## config.mk

```make
export PLATFORM = sky130hd
export DESIGN_NAME = fp_to_int_conv
export DESIGN_NICKNAME = d
export VERILOG_FILES = /design/src/rtl/fp_to_int_conv.sv
export SDC_FILE = /design/constraint.sdc
export NUM_CORES = 1
export LEC_CHECK = 0
export ABC_AREA = 1
export BUFFER_PORTS_ARGS = -buffer_cell sky130_fd_sc_hd__buf_2
export CORE_MARGIN = 10
export CORE_UTILIZATION = 59
export CTS_CLUSTER_DIAMETER = 200
export DETAILED_ROUTE_END_ITERATION = 16
export GPL_TIMING_DRIVEN = 0
export PLACE_DENSITY = 0.81
export RECOVER_POWER = 50
export SETUP_SLACK_MARGIN = 0.05
export SYNTH_ARGS = -nofsm -noshare
export SYNTH_HDL_FRONTEND = slang
export SYNTH_SLANG_ARGS = --single-unit
```

## constraint.sdc

```tcl
create_clock -name clk -period 5.36 [get_ports clk]
set_input_delay 1.34 -clock clk [delete_from_list [all_inputs] [get_ports clk]]
set_output_delay 1.34 -clock clk [all_outputs]
set_load 0.01 [all_outputs]
```

## src/rtl/fp_to_int_conv.sv

```systemverilog
// Iterative IEEE-754 single to signed 32-bit integer converter, round-to-nearest-even.
// Denormals flush to zero; valid/ready handshake on both sides.
module fp_to_int_conv #(
    parameter logic [31:0] NAN_RESULT = 32'h80000000
) (
    input  logic        clk,
    input  logic        rst,
    input  logic        in_valid,
    output logic        in_ready,
    input  logic [31:0] in_data,
    output logic        out_valid,
    input  logic        out_ready,
    output logic [31:0] out_data,
    output logic        out_inexact,
    output logic        out_invalid
);

    typedef enum logic [1:0] {IDLE, SHIFT, ROUND, DONE} state_t;

    state_t             state_q, state_d;
    logic               sign_q, sign_d;
    logic               left_q, left_d;
    logic               g_q, g_d;
    logic               st_q, st_d;
    logic [4:0]         cnt_q, cnt_d;
    logic [31:0]        mag_q, mag_d;
    logic signed [31:0] data_q, data_d;
    logic               inexact_q, inexact_d;
    logic               invalid_q, invalid_d;

    logic [7:0]         exp_w;
    logic [22:0]        man_w;
    logic               accept_w;

    function automatic logic [31:0] round_ne(input logic [31:0] mag,
                                             input logic g, input logic st);
        logic inc;
        inc = g & (st | mag[0]);
        return mag + {31'd0, inc};
    endfunction

    function automatic logic signed [31:0] apply_sign(input logic [31:0] mag,
                                                      input logic s);
        return s ? -$signed(mag) : $signed(mag);
    endfunction

    assign exp_w       = in_data[30:23];
    assign man_w       = in_data[22:0];
    assign in_ready    = (state_q == IDLE) && !rst;
    assign accept_w    = in_valid && in_ready;
    assign out_valid   = (state_q == DONE);
    assign out_data    = data_q;
    assign out_inexact = inexact_q;
    assign out_invalid = invalid_q;

    always_comb begin
        state_d   = state_q;
        sign_d    = sign_q;
        left_d    = left_q;
        g_d       = g_q;
        st_d      = st_q;
        cnt_d     = cnt_q;
        mag_d     = mag_q;
        data_d    = data_q;
        inexact_d = inexact_q;
        invalid_d = invalid_q;
        unique case (state_q)
            IDLE: begin
                if (accept_w) begin
                    sign_d = in_data[31];
                    g_d    = 1'b0;
                    st_d   = 1'b0;
                    mag_d  = {8'd0, 1'b1, man_w};
                    // Specials resolve immediately; everything else walks the shifter.
                    if (exp_w == 8'd255 && man_w != 23'd0) begin
                        data_d    = NAN_RESULT;
                        inexact_d = 1'b0;
                        invalid_d = 1'b1;
                        state_d   = DONE;
                    end else if (exp_w == 8'd158 && in_data[31] && man_w == 23'd0) begin
                        data_d    = 32'h80000000;
                        inexact_d = 1'b0;
                        invalid_d = 1'b0;
                        state_d   = DONE;
                    end else if (exp_w >= 8'd158) begin
                        data_d    = in_data[31] ? 32'h80000000 : 32'h7FFFFFFF;
                        inexact_d = 1'b0;
                        invalid_d = 1'b1;
                        state_d   = DONE;
                    end else if (exp_w < 8'd126) begin
                        data_d    = '0;
                        inexact_d = (exp_w != 8'd0) || (man_w != 23'd0);
                        invalid_d = 1'b0;
                        state_d   = DONE;
                    end else if (exp_w >= 8'd150) begin
                        left_d  = 1'b1;
                        cnt_d   = exp_w[4:0] - 5'd22;
                        state_d = (exp_w == 8'd150) ? ROUND : SHIFT;
                    end else begin
                        left_d  = 1'b0;
                        cnt_d   = 5'd22 - exp_w[4:0];
                        state_d = SHIFT;
                    end
                end
            end
            SHIFT: begin
                if (left_q) begin
                    mag_d = mag_q << 1;
                end else begin
                    st_d  = st_q | g_q;
                    g_d   = mag_q[0];
                    mag_d = mag_q >> 1;
                end
                cnt_d = cnt_q - 5'd1;
                if (cnt_q == 5'd1) state_d = ROUND;
            end
            ROUND: begin
                data_d    = apply_sign(round_ne(mag_q, g_q, st_q), sign_q);
                inexact_d = g_q | st_q;
                invalid_d = 1'b0;
                state_d   = DONE;
            end
            DONE: begin
                if (out_ready) state_d = IDLE;
            end
            default: state_d = IDLE;
        endcase
    end

    always_ff @(posedge clk) begin
        if (rst) begin
            state_q   <= IDLE;
            data_q    <= '0;
            inexact_q <= 1'b0;
            invalid_q <= 1'b0;
        end else begin
            state_q   <= state_d;
            data_q    <= data_d;
            inexact_q <= inexact_d;
            invalid_q <= invalid_d;
        end
    end

    // Working registers need no reset: IDLE reloads them on every accept.
    always_ff @(posedge clk) begin
        sign_q <= sign_d;
        left_q <= left_d;
        g_q    <= g_d;
        st_q   <= st_d;
        cnt_q  <= cnt_d;
        mag_q  <= mag_d;
    end

endmodule

```

==> metrics.txt, run 1 <==
# TYPE chip_impl_metric gauge
chip_impl_info{name="outcome",value="complete, but fails checks"} 1
chip_impl_info{name="violations",value="max-capacitance violations, max-slew violations"} 1
chip_impl_metric{name="power_per_cell_area",unit="nW/um2"} 440
chip_impl_metric{name="grt_usage",unit=""} 0.237
chip_impl_info{name="timing.hold.worst.start",value="out_data[22]"} 1
chip_impl_metric{name="clock-skew-final",unit="ps"} 16.9
chip_impl_metric{name="clkSinkCount",unit=""} 77
chip_impl_metric{name="finalNonFillerCells",unit=""} 1054
chip_impl_metric{name="grt_first_pass_wirelength",unit="um"} 27800
chip_impl_metric{name="synthesis.instances",unit=""} 837
chip_impl_metric{name="antenna_cells",unit=""} 0
chip_impl_metric{name="routed-via-count",unit=""} 6011
chip_impl_metric{name="detailedPlacementHpwl",unit="um"} 13700
chip_impl_metric{name="ant_nets",unit=""} 0
chip_impl_info{name="min_path_type",value="flop to flop"} 1
chip_impl_metric{name="grt_pass1_vias",unit=""} 5586
chip_impl_metric{name="routed_via_density",unit=""} 5.70
chip_impl_metric{name="cts_made_buffers",unit=""} 9
chip_impl_info{name="post-synth-top-count-cell",value="nand2_1"} 1
chip_impl_metric{name="route.detailed.wl_per_inst",unit="um"} 16.3
chip_impl_info{name="reg2reg_from",value="state_q[1]"} 1
chip_impl_metric{name="pre_antenna_drt_iters",unit=""} 6
chip_impl_metric{name="insertion_delay",unit="ps"} 360
chip_impl_metric{name="synth.cell_area",unit="um2"} 5730
chip_impl_metric{name="final_routed_drc_violation_total",unit=""} 0
chip_impl_metric{name="num-fill-cells",unit=""} 844
chip_impl_metric{name="postSynth.asyncResetShare",unit=""} 0
chip_impl_info{name="timing.rr.end",value="cnt_q[2]"} 1
chip_impl_metric{name="post_cts_hold_buffer_count",unit=""} 0
chip_impl_info{name="slowest_stage",value="clkbuf_1"} 1
chip_impl_info{name="yosys.area.top_type",value="edfxtp_1"} 1
chip_impl_metric{name="clock.fmax",unit="MHz"} 266
chip_impl_metric{name="worstPathMaxFanout",unit=""} 31
chip_impl_metric{name="die_area",unit="um2"} 14000
chip_impl_metric{name="initial_utilization",unit=""} 0.614
chip_impl_metric{name="ios",unit=""} 72
chip_impl_metric{name="postCtsSetupBuffers",unit=""} 0
chip_impl_metric{name="postSynthNetCount",unit=""} 887
chip_impl_metric{name="dpl.cell_count",unit=""} 1038
chip_impl_metric{name="cts.htree.levels",unit=""} 3
chip_impl_metric{name="gpl.final_weighted_congestion",unit=""} 0.939
chip_impl_metric{name="postSynthAreaPerCell",unit="um2"} 6.84
chip_impl_metric{name="report.final.hold_viol_count",unit=""} 0
chip_impl_metric{name="io_buffer_count",unit=""} 71
chip_impl_metric{name="grt_overflow",unit=""} 0
chip_impl_metric{name="r2r_slack",unit="ps"} 1610
chip_impl_info{name="setup.worst_path.class",value="flop to flop"} 1
chip_impl_metric{name="synth_edf_count",unit=""} 41
chip_impl_metric{name="cap_viol_max_count",unit=""} 1
chip_impl_metric{name="synthDominantCellAreaShare",unit=""} 0.215
chip_impl_metric{name="timing.final.setup_violations",unit=""} 0
chip_impl_metric{name="die_width",unit="um"} 119
chip_impl_metric{name="design.core.area",unit="um2"} 9330
chip_impl_metric{name="design.final.nets",unit=""} 970
chip_impl_metric{name="rows",unit=""} 35
chip_impl_metric{name="critical-path-max-stage-delay",unit="ps"} 1310
chip_impl_metric{name="grt_start_max_net_pins",unit=""} 32
chip_impl_metric{name="clkSlewWorstSetupHoldPaths",unit="ps"} 90
chip_impl_metric{name="timing.final.max_slew_violations",unit=""} 32
chip_impl_metric{name="synthesis_to_layout_area_growth",unit="%"} 11.8
chip_impl_info{name="unrepaired_setup_endpoints_after_global_routing",value="no"} 1
chip_impl_metric{name="slew_headroom",unit=""} -0.167
chip_impl_metric{name="critPathRequiredTime",unit="ps"} 5380
chip_impl_metric{name="worstHoldPathCells",unit=""} 2
chip_impl_info{name="crit_path_from",value="state_q[1]"} 1
chip_impl_metric{name="p_leak",unit="nW"} 2.85
chip_impl_metric{name="worst_pin_slew",unit="ps"} 1750
chip_impl_metric{name="antenna_found_initial",unit=""} 0
chip_impl_metric{name="yosys_warnings",unit=""} 0
chip_impl_metric{name="ys_types",unit=""} 43
chip_impl_metric{name="post-route-period-util",unit=""} 0.700
chip_impl_metric{name="die_h",unit="um"} 119
chip_impl_metric{name="worst_case_reg_to_reg_path_depth",unit=""} 8
chip_impl_info{name="synth.top_cells.by_area",value="edfxtp_1 21%, nand2_1 14%, dfxtp_1 13%"} 1
chip_impl_metric{name="finalSetupTns",unit="ps"} 0
chip_impl_info{name="timing.critical_path.from_type",value="flop"} 1
chip_impl_info{name="worst_hold_path_ep",value="out_data[22]"} 1
chip_impl_info{name="most_frequently_used_flop_master_after_synthesis",value="edfxtp_1"} 1
chip_impl_metric{name="cts-root-to-sink-buffers",unit=""} 2
chip_impl_info{name="tritoncts",value="yes"} 1
chip_impl_metric{name="ctsResizeCount",unit=""} 0
chip_impl_metric{name="yosysSeqAreaShare",unit=""} 0.341
chip_impl_metric{name="ir_drop",unit="uV"} 234
chip_impl_metric{name="dr.first_iter.drc_count",unit=""} 829
chip_impl_metric{name="wirelength",unit="um"} 17200
chip_impl_info{name="master_cell_of_the_clock_root_buffer",value="clkbuf_8"} 1
chip_impl_info{name="synth.top_cells.by_count",value="207 x nand2_1, 110 x inv_1, 77 x nor2_1, 76 x nand3_1, 63 x o21ai_0"} 1
chip_impl_metric{name="layout_min_cycle_time",unit="ps"} 3750
chip_impl_info{name="timing.critical_path.to_type",value="flop"} 1
chip_impl_info{name="timing.critical_path.cells",value="inv_1 > ha_1 > clkbuf_1 > clkinv_1 > o21ai_0 > clkbuf_1 > inv_1 > nor2_1"} 1
chip_impl_metric{name="final_layout_size_suffix_gt1_frac",unit=""} 0.123
chip_impl_metric{name="synth_seq_cells",unit=""} 77
chip_impl_metric{name="timing.critical_path.arrival",unit="ps"} 3780
==> through the flow <==
stage | setup slack, ps | total power, W | instance area (um2) | util | hold WS, ps
detailed placement | 1820 | 0.00237 | 6280 | 0.673 | 519
floorplan | 1300 | 0.00193 | 5730 | - | 545
global placement | 27.8 | 0.00232 | 6240 | 0.669 | 514
CTS | 2200 | 0.00283 | 6470 | 0.694 | 543
finish | 1610 | 0.00282 | 6400 | 0.686 | 550
global route | 1060 | 0.00303 | 6400 | 0.686 | 581
==> cells in the final DEF, fill, tap and decap left out, types with 4 or more instances in the layout <==
master and n:
a21oi_1 40, a21oi_2 4, a31oi_1 5, buf_2 41
clkbuf_1 55, clkbuf_8 10, dfxtp_1 36, edfxtp_1 41
ha_1 14, inv_1 110, nand2_1 207, nand2_2 16
nand2_4 5, nand3_1 76, nand3_2 6, nand3b_1 5
nand4_1 11, nor2_1 77, nor2_2 6, nor2_4 11
nor3_1 6, o21ai_0 63, o21ai_1 8, o221ai_1 22
o22ai_1 9, xor2_1 4
==> state kept, by name (all words and copies together) (netlist names) <==
register and count:
mag_q 32, out_data 32, cnt_q 5, state_q 2
g_q 1, left_q 1, out_inexact 1, out_invalid 1
sign_q 1, st_q 1
==> critical path: cells and delay by family, from the launching register on <==
| kind | cells | cell delay [ps] |
|---|---|---|
| AND/OR/NAND/NOR | 1 | 360 |
| AO/OA/AOI/OAI | 1 | 470 |
| adder cells (fa/ha/maj) | 1 | 150 |
| buffers and inverters | 5 | 2080 |
| flip-flops | 1 | 350 |
==> final cells by class <==
class,instances,area (um2),area share
Clock buffer,10,138,0.0215
Timing Repair Buffer,72,315,0.0492
Tap cell,129,161,0.0252
Inverter,115,432,0.0674
Sequential cell,77,1950,0.305
Buffer,27,108,0.0168
Multi-Input combinational cell,618,3240,0.506
Clock inverter,6,60.1,0.00938
==> power by group <==
part | switching, W | internal (W)
registers | 0.000172 | 0.000879
logic | 0.000929 | 0.000383
clock network | 0.000227 | 0.000228
total | 0.00133 | 0.00149
==> layer usage <==
| metal | up-vias | GRT usage | part of all wire |
|---|---|---|---|
| li1 | 2969 | - | - |
| met1 | 2691 | 0.333 | 0.46 |
| met2 | 330 | 0.363 | 0.43 |
| met3 | 21 | 0.0505 | 0.095 |
| met4 | 0 | 0.0519 | 0.012 |
| met5 | - | 0 | 0 |
==> cell families after synthesis <==
group	share of synthesized area
AOI/OAI and AO/OA	0.166
adders and majority gates	0.0306
and+or+nand+nor	0.361
buffers and inverters	0.0941
xor gates and xnor gates	0.00764
DFF	0.341
==> worst max-delay path by stage <==
| stage | to | slack, ps | cells after the start |
|---|---|---|---|
| floorplan | cnt_q[0] | 1300 | 7 |
| global placement | cnt_q[4] | 30 | 7 |
| detailed placement | out_data[1] | 1820 | 13 |
| CTS | out_data[21] | 2200 | 13 |
| global route | cnt_q[1] | 1060 | 8 |
| finish | cnt_q[2] | 1610 | 8 |
No activity file was read; power rests on OpenSTA's default activity.
==> run 2, diff against run 1 <==
Clock period 5.36 ns to 3.7 ns, I/O delays scaled along.
==> run 2 against run 1 <==
Register-to-register slack worse by 680 ps. Global-route usage about the same. Critical path type is now primary input to flop. Critical endpoint is now out_data[21]. Via count shrank 0.25%. Design area increased by 0.64%. Largest cell class unchanged. The flow now finishes without violations. Sequential share of layout area fell by 0.20 points. Core utilization increased by 0.44 points.
==> metrics.txt, run 2 (same netlist as run 1, synthesis figures left out) <==
# TYPE chip_impl_metric gauge
chip_impl_metric{name="worst_pin_slew",unit="ps"} 579
chip_impl_info{name="top_layer_used",value="met4"} 1
chip_impl_metric{name="ctsResizeCount",unit=""} 0
chip_impl_info{name="tritoncts",value="yes"} 1
chip_impl_metric{name="ios",unit=""} 72
chip_impl_metric{name="cts.htree.levels",unit=""} 3
chip_impl_metric{name="pre_antenna_drt_iters",unit=""} 5
chip_impl_metric{name="synthesis_to_layout_area_growth",unit="%"} 12.5
chip_impl_metric{name="worstPathMaxFanout",unit=""} 10
chip_impl_info{name="timing.hold.worst.start",value="out_data[22]"} 1
chip_impl_metric{name="wirelength",unit="um"} 17100
chip_impl_info{name="unrepaired_setup_endpoints_after_global_routing",value="no"} 1
chip_impl_metric{name="post-route-period-util",unit=""} 0.759
chip_impl_info{name="timing.rr.end",value="out_data[21]"} 1
chip_impl_metric{name="routed-via-count",unit=""} 5996
chip_impl_metric{name="antenna_found_initial",unit=""} 0
chip_impl_metric{name="grt_overflow",unit=""} 0
chip_impl_metric{name="grt_usage",unit=""} 0.236
chip_impl_info{name="reg2reg_from",value="mag_q[0]"} 1
chip_impl_metric{name="die_width",unit="um"} 119
chip_impl_metric{name="critical-path-max-stage-delay",unit="ps"} 270
chip_impl_metric{name="r2r_slack",unit="ps"} 930
chip_impl_info{name="timing.critical_path.cells",value="clkbuf_1 > inv_1 > nor2_1 > nand2_1 > and3_1 > inv_1 > nor2_1 > o21ai_0 > buf_2 > o21ai_0 > inv_1 > buf_2 > a21oi_1"} 1
chip_impl_metric{name="cap_viol_max_count",unit=""} 0
chip_impl_metric{name="cts-root-to-sink-buffers",unit=""} 2
chip_impl_metric{name="timing.critical_path.arrival",unit="ps"} 3050
chip_impl_metric{name="critPathRequiredTime",unit="ps"} 3950
chip_impl_metric{name="clkSlewWorstSetupHoldPaths",unit="ps"} 80
chip_impl_metric{name="finalHoldWorstSlack",unit="ps"} 543
chip_impl_metric{name="timing.final.setup_violations",unit=""} 0
chip_impl_metric{name="finalSetupTns",unit="ps"} 0
chip_impl_metric{name="initial_utilization",unit=""} 0.614
chip_impl_metric{name="worstHoldPathCells",unit=""} 2
chip_impl_metric{name="antenna_cells",unit=""} 0
chip_impl_metric{name="routed_via_density",unit=""} 5.69
chip_impl_metric{name="met3_wirelength",unit="um"} 1580
chip_impl_info{name="final_common_cell",value="nand2_1"} 1
chip_impl_info{name="slowest_stage",value="buf_2"} 1
chip_impl_metric{name="rows",unit=""} 35
chip_impl_metric{name="clkSinkCount",unit=""} 77
chip_impl_metric{name="die_area",unit="um2"} 14000
chip_impl_metric{name="ant_nets",unit=""} 0
chip_impl_metric{name="io_buffer_count",unit=""} 71
chip_impl_metric{name="die_h",unit="um"} 119
chip_impl_metric{name="post-route-util",unit=""} 0.691
chip_impl_metric{name="p_leak",unit="nW"} 2.86
chip_impl_metric{name="grt_first_pass_wirelength",unit="um"} 27800
chip_impl_metric{name="grt_pass1_vias",unit=""} 5542
chip_impl_metric{name="total_power",unit="W"} 0.00415
chip_impl_metric{name="final_layout_size_suffix_gt1_frac",unit=""} 0.121
chip_impl_info{name="timing.critical_path.to_type",value="flop"} 1
chip_impl_metric{name="met1Wirelength",unit="um"} 7750
chip_impl_metric{name="cts_made_buffers",unit=""} 9
chip_impl_metric{name="timing.final.max_slew_violations",unit=""} 0
chip_impl_info{name="master_cell_of_the_clock_root_buffer",value="clkbuf_8"} 1
chip_impl_metric{name="met2WireLength",unit="um"} 7400
chip_impl_metric{name="report.final.hold_viol_count",unit=""} 0
chip_impl_info{name="layout_common_cells",value="207 x nand2_1, 110 x inv_1, 77 x nor2_1"} 1
chip_impl_metric{name="power_per_cell_area",unit="nW/um2"} 644
chip_impl_metric{name="detailedPlacementHpwl",unit="um"} 13900
chip_impl_info{name="critical_path.most_common_cell",value="inv_1"} 1
chip_impl_metric{name="design.final.nets",unit=""} 970
chip_impl_metric{name="postCtsSetupBuffers",unit=""} 0
chip_impl_metric{name="slew_headroom",unit=""} 0.609
chip_impl_metric{name="worst_case_reg_to_reg_path_depth",unit=""} 15
chip_impl_metric{name="dr.first_iter.drc_count",unit=""} 768
chip_impl_info{name="worst_hold_path_ep",value="out_data[22]"} 1
chip_impl_metric{name="route.detailed.wl_per_inst",unit="um"} 16.2
chip_impl_info{name="setup.worst_path.class",value="primary input to flop"} 1
chip_impl_info{name="min_path_type",value="flop to flop"} 1
chip_impl_metric{name="post_cts_hold_buffer_count",unit=""} 0
chip_impl_metric{name="ir_drop",unit="uV"} 388
chip_impl_metric{name="insertion_delay",unit="ps"} 360
chip_impl_metric{name="final_routed_drc_violation_total",unit=""} 0
chip_impl_metric{name="layout_min_cycle_time",unit="ps"} 2810
chip_impl_metric{name="gpl.final_weighted_congestion",unit=""} 0.921
chip_impl_info{name="timing.critical_path.from_type",value="primary input"} 1
chip_impl_metric{name="design.core.area",unit="um2"} 9330
chip_impl_info{name="outcome",value="finished, final reports clean"} 1
chip_impl_metric{name="clock.fmax",unit="MHz"} 356
chip_impl_metric{name="grt_start_max_net_pins",unit=""} 33
chip_impl_metric{name="clock-skew-final",unit="ps"} 14.8
## run 2: cell types whose count changed in the layout (fill, tap and decap cells not counted), sizes merged
cell,before,now
clkbuf,65,68
bufinv,1,2
buf,44,42
clkinv,5,3
## run 2: worst max path at each step
stage	startpoint	end	slack, ps	depth (start not counted)
3_3_place_gp	state_q[1]	cnt_q[4]	-360	7
3_5_place_dp	in_data[23]	out_data[21]	600	13
2_1_floorplan	state_q[1]	cnt_q[0]	530	7
5_1_grt	in_data[24]	out_data[21]	600	13
6_report	in_data[24]	out_data[21]	890	13
4_1_cts	mag_q[0]	out_data[21]	950	14
## run 2: critical path, delay by kind of cell
kind,cells,cell delay [ps]
AOI/OAI and AO/OA,3,440
and+or+nand+nor,4,500
buffers and inverters,6,1200
## run 2: metal layers
metal  vias up  global-route usage
li1       2969                   -
met1      2684               0.336
met2       310               0.355
met3        33              0.0428
met4         0              0.0710
met5         -                   0
## run 2: cell type report
cell class	instances	area (um2)
clock buffer	11	145
timing repair buffer	72	328
multi-input combinational	618	3240
tap	129	161
clock inverter	5	81.3
buffer	27	108
inverter	115	432
sequential	77	1950
fill	856	2880
## run 2: power breakdown
| group | switching (W) | internal, W | total (W) |
|---|---|---|---|
| Combinational | 0.00134 | 0.000566 | 0.00190 |
| Clock | 0.000316 | 0.000408 | 0.000724 |
| Sequential | 0.000254 | 0.00127 | 0.00152 |
| Total | 0.00191 | 0.00224 | 0.00415 |
## run 2: stage by stage
step	setup slack [ps]	instances	cell area, um2
3_5_place_dp	601	1038	6280
5_1_grt	597	1054	6440
6_report	892	1054	6440
3_3_place_gp	-360	1037	6240
2_1_floorplan	525	837	5730
4_1_cts	951	1054	6500
==> run 3, diff against run 2 <==
Settings changed: CORE_UTILIZATION 59 to 54, PLACE_DENSITY 0.81 to 0.78.
Clock period 3.7 ns to 2.55 ns, I/O delays scaled along.
==> run 3 against run 2 <==
Combinational power up 64%. Flip-flop and latch count is the same. Sequential share of layout area fell by 2.0 points. Non-clock buffer count is 20 higher. Critical path type is now flop to flop. Critical endpoint is now out_data[19]. Largest power group unchanged.
==> metrics.txt, run 3 (same netlist as run 1, synthesis figures left out) <==
# TYPE chip_impl_metric gauge
chip_impl_metric{name="p_leak",unit="nW"} 2.99
chip_impl_info{name="timing.hold.worst.start",value="in_data[31]"} 1
chip_impl_metric{name="report.final.hold_viol_count",unit=""} 0
chip_impl_metric{name="design.core.area",unit="um2"} 10300
chip_impl_metric{name="routed_via_density",unit=""} 5.49
chip_impl_metric{name="power_report.internal_total",unit="W"} 0.00338
chip_impl_info{name="min_path_type",value="primary input to flop"} 1
chip_impl_metric{name="placement.setup.worst_slack",unit="ps"} -304
chip_impl_metric{name="stdcell_area",unit="um2"} 6900
chip_impl_metric{name="detailedPlacementHpwl",unit="um"} 12900
chip_impl_metric{name="worstPathMaxFanout",unit=""} 7
chip_impl_info{name="critical_path.most_common_cell",value="nand2_4"} 1
chip_impl_metric{name="power.share.sequential",unit=""} 0.353
chip_impl_metric{name="worst_pin_slew",unit="ps"} 881
chip_impl_metric{name="clock.fmax",unit="MHz"} 409
chip_impl_info{name="outcome",value="finished, final reports clean"} 1
chip_impl_metric{name="timing.critical_path.arrival",unit="ps"} 2690
chip_impl_metric{name="critPathRequiredTime",unit="ps"} 2800
chip_impl_metric{name="final_layout_size_suffix_gt1_frac",unit=""} 0.203
chip_impl_info{name="final_common_cell",value="nand2_1"} 1
chip_impl_metric{name="ios",unit=""} 72
chip_impl_metric{name="io_buffer_count",unit=""} 71
chip_impl_metric{name="clkSinkCount",unit=""} 77
chip_impl_metric{name="rows",unit=""} 37
chip_impl_info{name="layout_common_cells",value="186 x nand2_1, 104 x inv_1, 67 x nor2_1"} 1
chip_impl_metric{name="swShare",unit=""} 0.464
chip_impl_metric{name="finalHoldWorstSlack",unit="ps"} 477
chip_impl_metric{name="grt_first_pass_wirelength",unit="um"} 25900
chip_impl_metric{name="post-route-period-util",unit=""} 0.958
chip_impl_info{name="master_cell_of_the_clock_root_buffer",value="clkbuf_8"} 1
chip_impl_metric{name="gpl.final_weighted_congestion",unit=""} 0.932
chip_impl_metric{name="regArea",unit="um2"} 1950
chip_impl_metric{name="die_width",unit="um"} 123
chip_impl_metric{name="wirelength",unit="um"} 17100
chip_impl_metric{name="antenna_cells",unit=""} 0
chip_impl_metric{name="power.clock.fraction",unit=""} 0.152
chip_impl_metric{name="clkSlewWorstSetupHoldPaths",unit="ps"} 80
chip_impl_info{name="reg2reg_from",value="mag_q[0]"} 1
chip_impl_metric{name="timing.final.setup_violations",unit=""} 0
chip_impl_metric{name="final_routed_drc_violation_total",unit=""} 0
chip_impl_metric{name="critical-path-max-stage-delay",unit="ps"} 420
chip_impl_metric{name="grt_pass1_vias",unit=""} 5153
chip_impl_metric{name="p_sw",unit="W"} 0.00292
chip_impl_metric{name="antenna_found_initial",unit=""} 0
chip_impl_metric{name="dr.first_iter.drc_count",unit=""} 679
chip_impl_metric{name="multi_input_comb_area",unit="um2"} 3560
chip_impl_metric{name="die_h",unit="um"} 123
chip_impl_info{name="timing.critical_path.to_type",value="flop"} 1
chip_impl_metric{name="slew_headroom",unit=""} 0.412
chip_impl_metric{name="cts_made_buffers",unit=""} 9
chip_impl_metric{name="layout_min_cycle_time",unit="ps"} 2440
chip_impl_metric{name="grt_overflow",unit=""} 0
chip_impl_metric{name="insertion_delay",unit="ps"} 370
chip_impl_metric{name="design.final.nets",unit=""} 991
chip_impl_info{name="timing.critical_path.from_type",value="flop"} 1
chip_impl_info{name="unrepaired_setup_endpoints_after_global_routing",value="yes"} 1
chip_impl_metric{name="pre_antenna_drt_iters",unit=""} 6
chip_impl_metric{name="num-fill-cells",unit=""} 928
chip_impl_metric{name="clock-skew-final",unit="ps"} 9.54
chip_impl_metric{name="grt_usage",unit=""} 0.215
chip_impl_info{name="tritoncts",value="yes"} 1
chip_impl_metric{name="synthesis_to_layout_area_growth",unit="%"} 20.4
chip_impl_metric{name="placedInstanceArea",unit="um2"} 6260
chip_impl_metric{name="dpl.cell_count",unit=""} 1044
chip_impl_metric{name="initial_utilization",unit=""} 0.555
chip_impl_metric{name="post-route-util",unit=""} 0.668
chip_impl_metric{name="cts-root-to-sink-buffers",unit=""} 2
chip_impl_metric{name="grt_start_max_net_pins",unit=""} 17
chip_impl_metric{name="route.detailed.wl_per_inst",unit="um"} 15.8
chip_impl_metric{name="ir_drop",unit="uV"} 482
chip_impl_info{name="slowest_stage",value="edfxtp_1"} 1
chip_impl_metric{name="finalNonFillerCells",unit=""} 1082
chip_impl_metric{name="power_per_cell_area",unit="nW/um2"} 913
chip_impl_metric{name="ant_nets",unit=""} 0
chip_impl_metric{name="power_frac_comb",unit=""} 0.496
chip_impl_info{name="timing.critical_path.cells",value="nand2_4 > inv_2 > ha_4 > nand2_4 > nor2_4 > nand2_4 > nor2_4 > nor2_1 > nor2_2 > nand2_2 > nor2_4 > nand3_2 > nand2_4 > buf_4 > nand3_1 > nand3_2 > a21oi_2"} 1
chip_impl_metric{name="die_area",unit="um2"} 15100
chip_impl_info{name="crit_path_from",value="mag_q[0]"} 1
chip_impl_metric{name="cap_viol_max_count",unit=""} 0
chip_impl_metric{name="cts.htree.levels",unit=""} 3
chip_impl_info{name="setup.worst_path.class",value="flop to flop"} 1
chip_impl_metric{name="timing.final.max_slew_violations",unit=""} 0
chip_impl_metric{name="routed-via-count",unit=""} 5942
chip_impl_metric{name="worst_slack",unit="ps"} 106
-- run 3: final cells by class --
type,count,area share
clock inverters,1,0.00435
inverters,115,0.0631
well taps,136,0.0247
flip-flops and latches,77,0.283
repair buffers,92,0.0671
plain buffers,27,0.0171
clock buffers,15,0.0247
multi-input cells,619,0.516
-- run 3: power by group through the flow --
stage / clock (W) / sequential, W / combinational (W)
finish: 0.000954 / 0.00222 / 0.00312
global route: 0.00101 / 0.00228 / 0.00348
CTS: 0.000960 / 0.00218 / 0.00283
detailed placement: 0 / 0.00220 / 0.00270
global placement: 0 / 0.00219 / 0.00267
floorplan: 0 / 0.00221 / 0.00184
-- run 3: repair_timing --
action | 4_1_cts | 5_1_grt
buffers inserted | 7 | 14
resized for setup | 18 | 77
pin swaps | 10 | 33
gates cloned | 1 | 0
hold endpoints to repair | 0 | 0
hold buffers | 0 | 0
setup endpoints to repair | 26 | 68
-- run 3: path summary, 6_finish.rpt --
path | to | slack, ps | cells after the start
hold / removal | sign_q | 480 | 1
setup / recovery | out_data[19] | 110 | 17
hold reg to reg | out_data[3] | 550 | 2
setup reg to reg | out_data[19] | 110 | 17
-- run 3: critical path: cells and delay by family (launching register included) --
kind	cells	cell delay, ps
AOI/OAI and AO/OA	1	60
and+or+nand+nor	13	1460
DFF	1	420
adders and majority gates	1	180
buffers and inverters	2	180
-- run 3: through the flow --
| stage | TNS (ps) | total power (W) |
|---|---|---|
| finish | 0 | 0.00629 |
| global route | -1260 | 0.00676 |
| CTS | 0 | 0.00597 |
| detailed placement | -8670 | 0.00490 |
| global placement | -6930 | 0.00487 |
| floorplan | 0 | 0.00405 |
-- run 3: routing by layer --
| metal | GRT usage | vias up | part of all wire |
|---|---|---|---|
| met3 | 0.0397 | 19 | 0.086 |
| met1 | 0.314 | 2656 | 0.47 |
| met2 | 0.310 | 259 | 0.42 |
| li1 | - | 3008 | - |
| met4 | 0.0713 | 0 | 0.018 |
| met5 | 0 | - | 0 |
